--- config.mk ---
export PLATFORM = sky130hd
export DESIGN_NAME = text_char_buffer
export DESIGN_NICKNAME = d
export VERILOG_FILES = /design/src/rtl/text_char_buffer.sv
export SDC_FILE = /design/constraint.sdc
export NUM_CORES = 2
export LEC_CHECK = 0
export BUFFER_PORTS_ARGS = -buffer_cell sky130_fd_sc_hd__buf_4
export CAP_MARGIN = 40
export CELL_PAD_IN_SITES_DETAIL_PLACEMENT = 0
export CELL_PAD_IN_SITES_GLOBAL_PLACEMENT = 1
export CORE_MARGIN = 3
export CORE_UTILIZATION = 52
export DETAILED_ROUTE_END_ITERATION = 10
export HOLD_SLACK_MARGIN = 0.03
export PLACE_DENSITY_LB_ADDON = 0.1
export SYNTH_ARGS = -nofsm -noshare
export SYNTH_HDL_FRONTEND = slang
export SYNTH_SLANG_ARGS = --single-unit
--- constraint.sdc ---
create_clock -name clk -period 25.4 [get_ports clk]
set_input_delay 1.27 -clock clk [delete_from_list [all_inputs] [get_ports clk]]
set_output_delay 1.27 -clock clk [all_outputs]
set_load 0.03 [all_outputs]
--- src/rtl/text_char_buffer.sv ---
// Character cell buffer for a text display: one-cycle registered reads, single-cell
// writes, and a background sweep that initialises or fills every cell one per cycle.
module text_char_buffer #(
   parameter int                COLS        = 16,
   parameter int                ROWS        = 16,
   parameter int                CODE_W      = 7,
   parameter logic [CODE_W-1:0] SPACE_CODE  = 7'h00,
   parameter logic [CODE_W-1:0] BORDER_CODE = 7'h0e,
   localparam int               CELLS       = COLS * ROWS,
   localparam int               ADDR_W      = $clog2(CELLS)
) (
   input  logic              clk,
   input  logic              rst_n,
   input  logic [ADDR_W-1:0] char_xy,
   output logic [CODE_W-1:0] char_code,
   input  logic              wr_en,
   input  logic [ADDR_W-1:0] wr_addr,
   input  logic [CODE_W-1:0] wr_data,
   input  logic              fill_req,
   input  logic [CODE_W-1:0] fill_code,
   output logic              busy,
   output logic              wr_drop
);

   // One extra bit so address compares work even when CELLS is a power of two.
   localparam logic [ADDR_W:0] CELLS_X     = (ADDR_W+1)'(CELLS);
   localparam logic [ADDR_W:0] LAST_X      = (ADDR_W+1)'(CELLS - 1);
   localparam logic [ADDR_W:0] BORDER_BASE = (ADDR_W+1)'((ROWS - 1) * COLS);

   typedef enum logic [1:0] {ST_IDLE, ST_INIT, ST_FILL} state_e;

   logic [CODE_W-1:0] mem [0:CELLS-1];

   state_e            state_q, state_d;
   logic [ADDR_W-1:0] cnt_q, cnt_d;
   logic [CODE_W-1:0] fill_code_q, fill_code_d;
   logic [CODE_W-1:0] char_code_q, char_code_d;
   logic              busy_q, busy_d;
   logic              wr_drop_q, wr_drop_d;

   logic              mem_we;
   logic [ADDR_W-1:0] mem_addr;
   logic [CODE_W-1:0] mem_data;

   always_comb begin
      state_d     = state_q;
      cnt_d       = cnt_q;
      fill_code_d = fill_code_q;
      wr_drop_d   = 1'b0;
      mem_we      = 1'b0;
      mem_addr    = cnt_q;
      mem_data    = SPACE_CODE;
      // Reads use the pre-write array contents, giving read-first behaviour.
      char_code_d = ({1'b0, char_xy} < CELLS_X) ? mem[char_xy] : SPACE_CODE;

      case (state_q)
         ST_IDLE: begin
            if (wr_en) begin
               if ({1'b0, wr_addr} < CELLS_X) begin
                  mem_we   = 1'b1;
                  mem_addr = wr_addr;
                  mem_data = wr_data;
               end else begin
                  wr_drop_d = 1'b1;
               end
            end
            if (fill_req) begin
               state_d     = ST_FILL;
               cnt_d       = '0;
               fill_code_d = fill_code;
            end
         end
         ST_INIT, ST_FILL: begin
            wr_drop_d = wr_en | fill_req;
            mem_we    = 1'b1;
            mem_addr  = cnt_q;
            if (state_q == ST_FILL)
               mem_data = fill_code_q;
            else
               mem_data = ({1'b0, cnt_q} >= BORDER_BASE) ? BORDER_CODE : SPACE_CODE;
            if ({1'b0, cnt_q} == LAST_X) begin
               state_d = ST_IDLE;
               cnt_d   = '0;
            end else begin
               cnt_d = cnt_q + 1'b1;
            end
         end
         default: begin
            state_d = ST_INIT;
            cnt_d   = '0;
         end
      endcase

      busy_d = (state_d != ST_IDLE);
   end

   always_ff @(posedge clk) begin
      if (!rst_n) begin
         state_q     <= ST_INIT;
         cnt_q       <= '0;
         fill_code_q <= SPACE_CODE;
         char_code_q <= SPACE_CODE;
         busy_q      <= 1'b1;
         wr_drop_q   <= 1'b0;
      end else begin
         state_q     <= state_d;
         cnt_q       <= cnt_d;
         fill_code_q <= fill_code_d;
         char_code_q <= char_code_d;
         busy_q      <= busy_d;
         wr_drop_q   <= wr_drop_d;
      end
   end

   // Array has no reset; the INIT sweep rewrites it after every reset.
   always_ff @(posedge clk) begin
      if (mem_we && rst_n)
         mem[mem_addr] <= mem_data;
   end

   assign char_code = char_code_q;
   assign busy      = busy_q;
   assign wr_drop   = wr_drop_q;

endmodule

=== After elaboration in Yosys (flattened, before gate mapping) ===
Memory sizes are Yosys's and may differ from the RTL's. A register that Yosys moved wholly into a read port is not among the register bits.
Cells that the tools add are included.

* ROM bits: 0
* Input bits: 34
* RAM bits: 1792
* Bits in registers: 19
* Bits in latches: 0
* Memories: 1

* Shift-type cells: 0
* Reductions and logical operators: 7
* $mul: 0
* Magnitude comparators: 1
* Bitwise gates (word level): 1
* Multiplexer cells: 16
* Equality and inequality tests: 4
* Divide/modulo/power cells: 0
* $add $sub $neg: 1

{| class="wikitable"
|+ Memories
! name !! depth !! bits a word !! rd ports !! clocked after memory_dff !! write ports !! RTL line !! source
|-
| mem || 256 || 7 || 1 || 1 || 1 || 32 || <nowiki>logic [CODE_W-1:0] mem [0:CELLS-1];</nowiki>
|}

{| class="wikitable"
|+ Operators with widths
! operator !! count
|-
| two-way mux 8 bit || 4
|-
| one-hot mux 8 bit (2 select lines) || 1
|-
| two-way mux 7 bit || 2
|-
| one-hot mux 7 bit (2 select lines) || 1
|-
| adder 8 x 1 -> 8 bit (second input constant) || 1
|-
| == test 8 bit (second input constant) || 1
|-
| >= comparator 8 bit (second input constant) || 1
|-
| two-way mux 2 bit || 2
|-
| two-way mux 4 bit || 1
|-
| one-hot mux 2 bit (2 select lines) || 1
|-
| AND reduction 2 bit || 2
|-
| two-way mux 1 bit || 3
|-
| == test 2 x 1 -> 1 bit (second input constant) || 1
|-
| == test 2 bit (second input constant) || 1
|-
| zero test 2 bit || 1
|-
| inequality test 2 bit (second input constant) || 1
|-
| one-hot mux 1 bit (2 select lines) || 1
|-
| nonzero test 2 bit || 1
|-
| OR reduction 2 bit || 1
|-
| logical AND 1 bit || 1
|-
| zero test 1 bit || 1
|-
| bitwise OR 1 bit || 1
|}

=== Depth between registers and ports, before layout ===
* Word-level depth: 6
* Depth in mapped cells: 13
* Gate-level depth less buffers: 8

=== Worst setup path after synthesis ===
Ideal clock, no wire load.

* Path kind: input to register
* Start: in wr_en
* End: mem mem[0][1] (data pin)
* Buffers on the path: 2
* Arrival time: 7966 ps
* Path slack: 16044 ps
* Cell stages on the path: 5
* Setup time: 1390 ps
* Required time: 24010 ps
* Cell sequence: and2_1 clkbuf_1 clkbuf_1 a22oi_1 nor2_1

* Cells in the longest elaborated chain, start to end: 2

{| class="wikitable"
|+ Ends and longest elaborated chain
! element !! RTL line !! source
|-
| from (decl) || 16 || <nowiki>input logic wr_en,</nowiki>
|-
| two-way mux 7 bit || 58 || <nowiki>if (wr_en) begin</nowiki>
|-
| one-hot mux 7 bit (2 select lines) || 56 || <nowiki>case (state_q)</nowiki>
|-
| net mem_data[1] || 43 || <nowiki>logic [CODE_W-1:0] mem_data;</nowiki>
|-
| to (decl) || 32 ||
|}

The timed path passes the listed nets, and every way through them passes these cells.

==> results.json <==
{
  "status": "complete, no violations",
  "track_usage_pct": 29.1,
  "async_flop_share_pct": 0,
  "yosysTopAreaCell": "edfxtp_1",
  "final_nets": 3824,
  "vias": 38090,
  "ys_dominant_reg_cell": "edfxtp_1",
  "p_per_area_mw_per_mm2": 80.9,
  "wl_mm": 207,
  "setup_viol": 0,
  "rows": 136,
  "grt_pass1_vias": 37920,
  "io_buffers": 42,
  "post-dp-hpwl_mm": 135,
  "critPathArrivalTime_ns": 6.15,
  "insertion_delay_ns": 0.81,
  "nFillCells": 10010,
  "cts_tree": "built",
  "die-area_mm2": 0.144,
  "first_pass_iters": 6,
  "post-route-util_pct": 58.7,
  "leakage_nw": 26.4,
  "grt_max_degree": 233,
  "cp_cell_sequence": "buf_8 -> buf_4 -> buf_4 -> buf_4 -> buf_4 -> mux4_2 -> nor2_1 -> or3_1 -> a2111oi_1 -> clkdlybuf4s15_2 -> buf_4 -> nand4_1 -> o31ai_1",
  "layout_min_cycle_time_ns": 5.45,
  "ctsRootBufferMaster": "clkbuf_16",
  "rsz0062_at_grt": "false",
  "clock_skew_ns": 0.0245,
  "hold_path_class": "reg2reg",
  "slew_headroom_pct": 11.8,
  "gp_congestion": 0.870,
  "path_buf_inv": 7,
  "min_period_over_period_pct": 21.4,
  "io_pins": 43,
  "ctsHoldBuffers": 0,
  "wl_per_cell_um": 35.6,
  "synthesis.nets": 3696,
  "yosysWarnings": 0,
  "cts_buffer_depth": 3,
  "grt_overflow_total": 0,
  "hold_start": "fill_code_q[4]",
  "worstMarginPinSlew_ns": 1.32,
  "vias_per_cell": 6.56,
  "hold_viol": 0,
  "ys_seq_elements": 1818,
  "grt_first_pass_wirelength_mm": 291,
  "fmax_mhz": 184,
  "die_x_um": 379,
  "cpMostUsedCell": "buf_4",
  "cp_slowest_stage_delay_ns": 0.79,
  "clk_pin_slew_ns": 0.06,
  "cp-start-kind": "input pin",
  "cts_buffers": 182,
  "synth_cell_types": 78,
  "ant_nets": 0,
  "drc": 0,
  "end_kind": "flop",
  "worstSetupPathType": "in2reg",
  "drt-initial-drc-count": 4496,
  "post_cts_buffers": 0,
  "areaGrowthSynthToFinish_pct": 11.8,
  "avgSynthCellArea_um2": 19.8,
  "cp_top_family": "buffers and inverters",
  "synth-seq-area-share_pct": 74.9,
  "yosys-top-cells-area": "edfxtp_1 (74%), mux4_2 (8.3%), mux4_1 (3.9%)",
  "slew_violations": 0,
  "cts_resized": 0,
  "h-tree-depth": 4,
  "final_layout_size_suffix_gt1_share_pct": 19.6,
  "syn-cell-area_mm2": 0.0725,
  "crit_fanout": 53,
  "post-synth-top-area-fraction_pct": 74.2,
  "initial_utilization_pct": 52.5,
  "ir_drop_mv": 0.0661,
  "cp-startpoint": "char_xy[1]",
  "maxCapViolCount": 0,
  "syn-instance-count": 3658,
  "antenna_found_initial": 13,
  "die_h_um": 379,
  "r2r_start": "state_q[0]",
  "required_ns": 26.11,
  "crit_slowest_cell": "buf_4",
  "cts.sinks": 1818,
  "finalSetupTns_ns": 0,
  "synth-edff-count": 1792,
  "fp.coreArea_mm2": 0.138
}
[state kept, by name (all words and copies together) (netlist names)]
register     cells
char_code        7
state_q          2
cnt_q            8
mem           1792
fill_code_q      7
wr_drop          1
busy             1
[cell usage after synthesis, types with 8 or more instances]
| cell type | n |
|---|---|
| a2111oi_0 | 19 |
| a211oi_1 | 34 |
| a21boi_0 | 8 |
| a21oi_1 | 30 |
| a221oi_1 | 12 |
| a22oi_1 | 36 |
| a31oi_1 | 14 |
| and2_1 | 11 |
| and3_1 | 8 |
| buf_1 | 11 |
| buf_12 | 13 |
| buf_2 | 43 |
| buf_4 | 21 |
| buf_6 | 12 |
| buf_8 | 26 |
| clkbuf_1 | 85 |
| clkbuf_8 | 13 |
| dfxtp_1 | 26 |
| edfxtp_1 | 1792 |
| mux2_2 | 19 |
| mux2i_1 | 163 |
| mux4_1 | 107 |
| mux4_2 | 267 |
| nand2_1 | 129 |
| nand2b_1 | 8 |
| nand3_1 | 64 |
| nand3b_1 | 19 |
| nand4_1 | 15 |
| nor2_1 | 335 |
| nor3_1 | 48 |
| nor4_1 | 22 |
| o21ai_0 | 34 |
| o221ai_1 | 37 |
| o22ai_1 | 41 |
| or3_1 | 11 |
[worst paths after layout]
path | cells after the start | to | slack [ns]
max reg2reg | 7 | mem[6][3] | 20.97
min reg2reg | 2 | fill_code_q[4] | 0.48
min | 2 | fill_code_q[4] | 0.48
max | 13 | char_code[3] | 19.95
[report_power, final]
group | switching (mW) | total [mW] | internal (mW)
logic | 0.371 | 0.507 | 0.137
registers | 0.0111 | 3.38 | 3.37
clock network | 1.13 | 2.67 | 1.54
total | 1.51 | 6.56 | 5.05
[per-layer routing]
metal	share of wire [%]	GRT usage, %	routed length [um]
met1	40	41.6	82200
met2	46	44.3	95700
met3	11	7.40	21700
met4	3.4	9.68	7010
met5	0.018	0	37
[layout by cell type (no fill, tap or decap), types with 36 or more instances in the layout]
master,Yosys,layout
clkinv_1,0,45
o22ai_1,41,41
mux2i_1,163,163
nor2_1,335,326
nor3_1,48,46
o221ai_1,37,37
mux4_1,107,107
edfxtp_1,1792,1792
mux4_2,267,267
nand3_1,64,48
buf_4,21,118
a22oi_1,36,36
clkinv_2,0,41
nand2_1,129,129
clkbuf_16,0,186
[area by class of cell]
class	instances	area [um^2]	area share, %
Antenna cell	2	5.00	0.00617
Tap cell	1863	2330	2.88
Clock buffer	216	4770	5.88
Clock inverter	123	1150	1.42
Sequential cell	1818	54300	67.0
Multi-Input combinational cell	1608	16600	20.5
Inverter	7	28.8	0.0355
Timing Repair Buffer	169	1820	2.25
[tightest hold or removal path, stage by stage, from the launching register on]
cell and delay, ns:
dfxtp_1 0.31, nand2_1 0.05, a21boi_0 0.07
[stage by stage]
stage               hold WS, ns  power (mW)  instance area [um^2]  instances  setup slack [ns]
global route              0.502        6.73                 81100       5805             19.79
global placement          0.459        3.91                 74200       5410             18.45
floorplan                 0.444        3.73                 72500       3658             16.04
finish                    0.475        6.56                 81100       5806             19.95
CTS                       0.477        6.58                 81000       5800             19.95
detailed placement        0.467        3.94                 75100       5461             19.14
[cells by family (layout without fill, tap and decap cells)]
family / after synthesis / after routing / synth area share [%]
xor gates and xnor gates: 6 / 6 / 0.0725
AOI/OAI and AO/OA: 333 / 333 / 3.36
DFF: 1818 / 1818 / 74.9
muxes: 556 / 556 / 14.7
adders and majority gates: 4 / 4 / 0.0690
and+or+nand+nor: 709 / 709 / 4.47
buffers and inverters: 232 / 515 / 2.39
other: 0 / 2 / 0
Note: power is estimated with default switching activity, not from simulation.
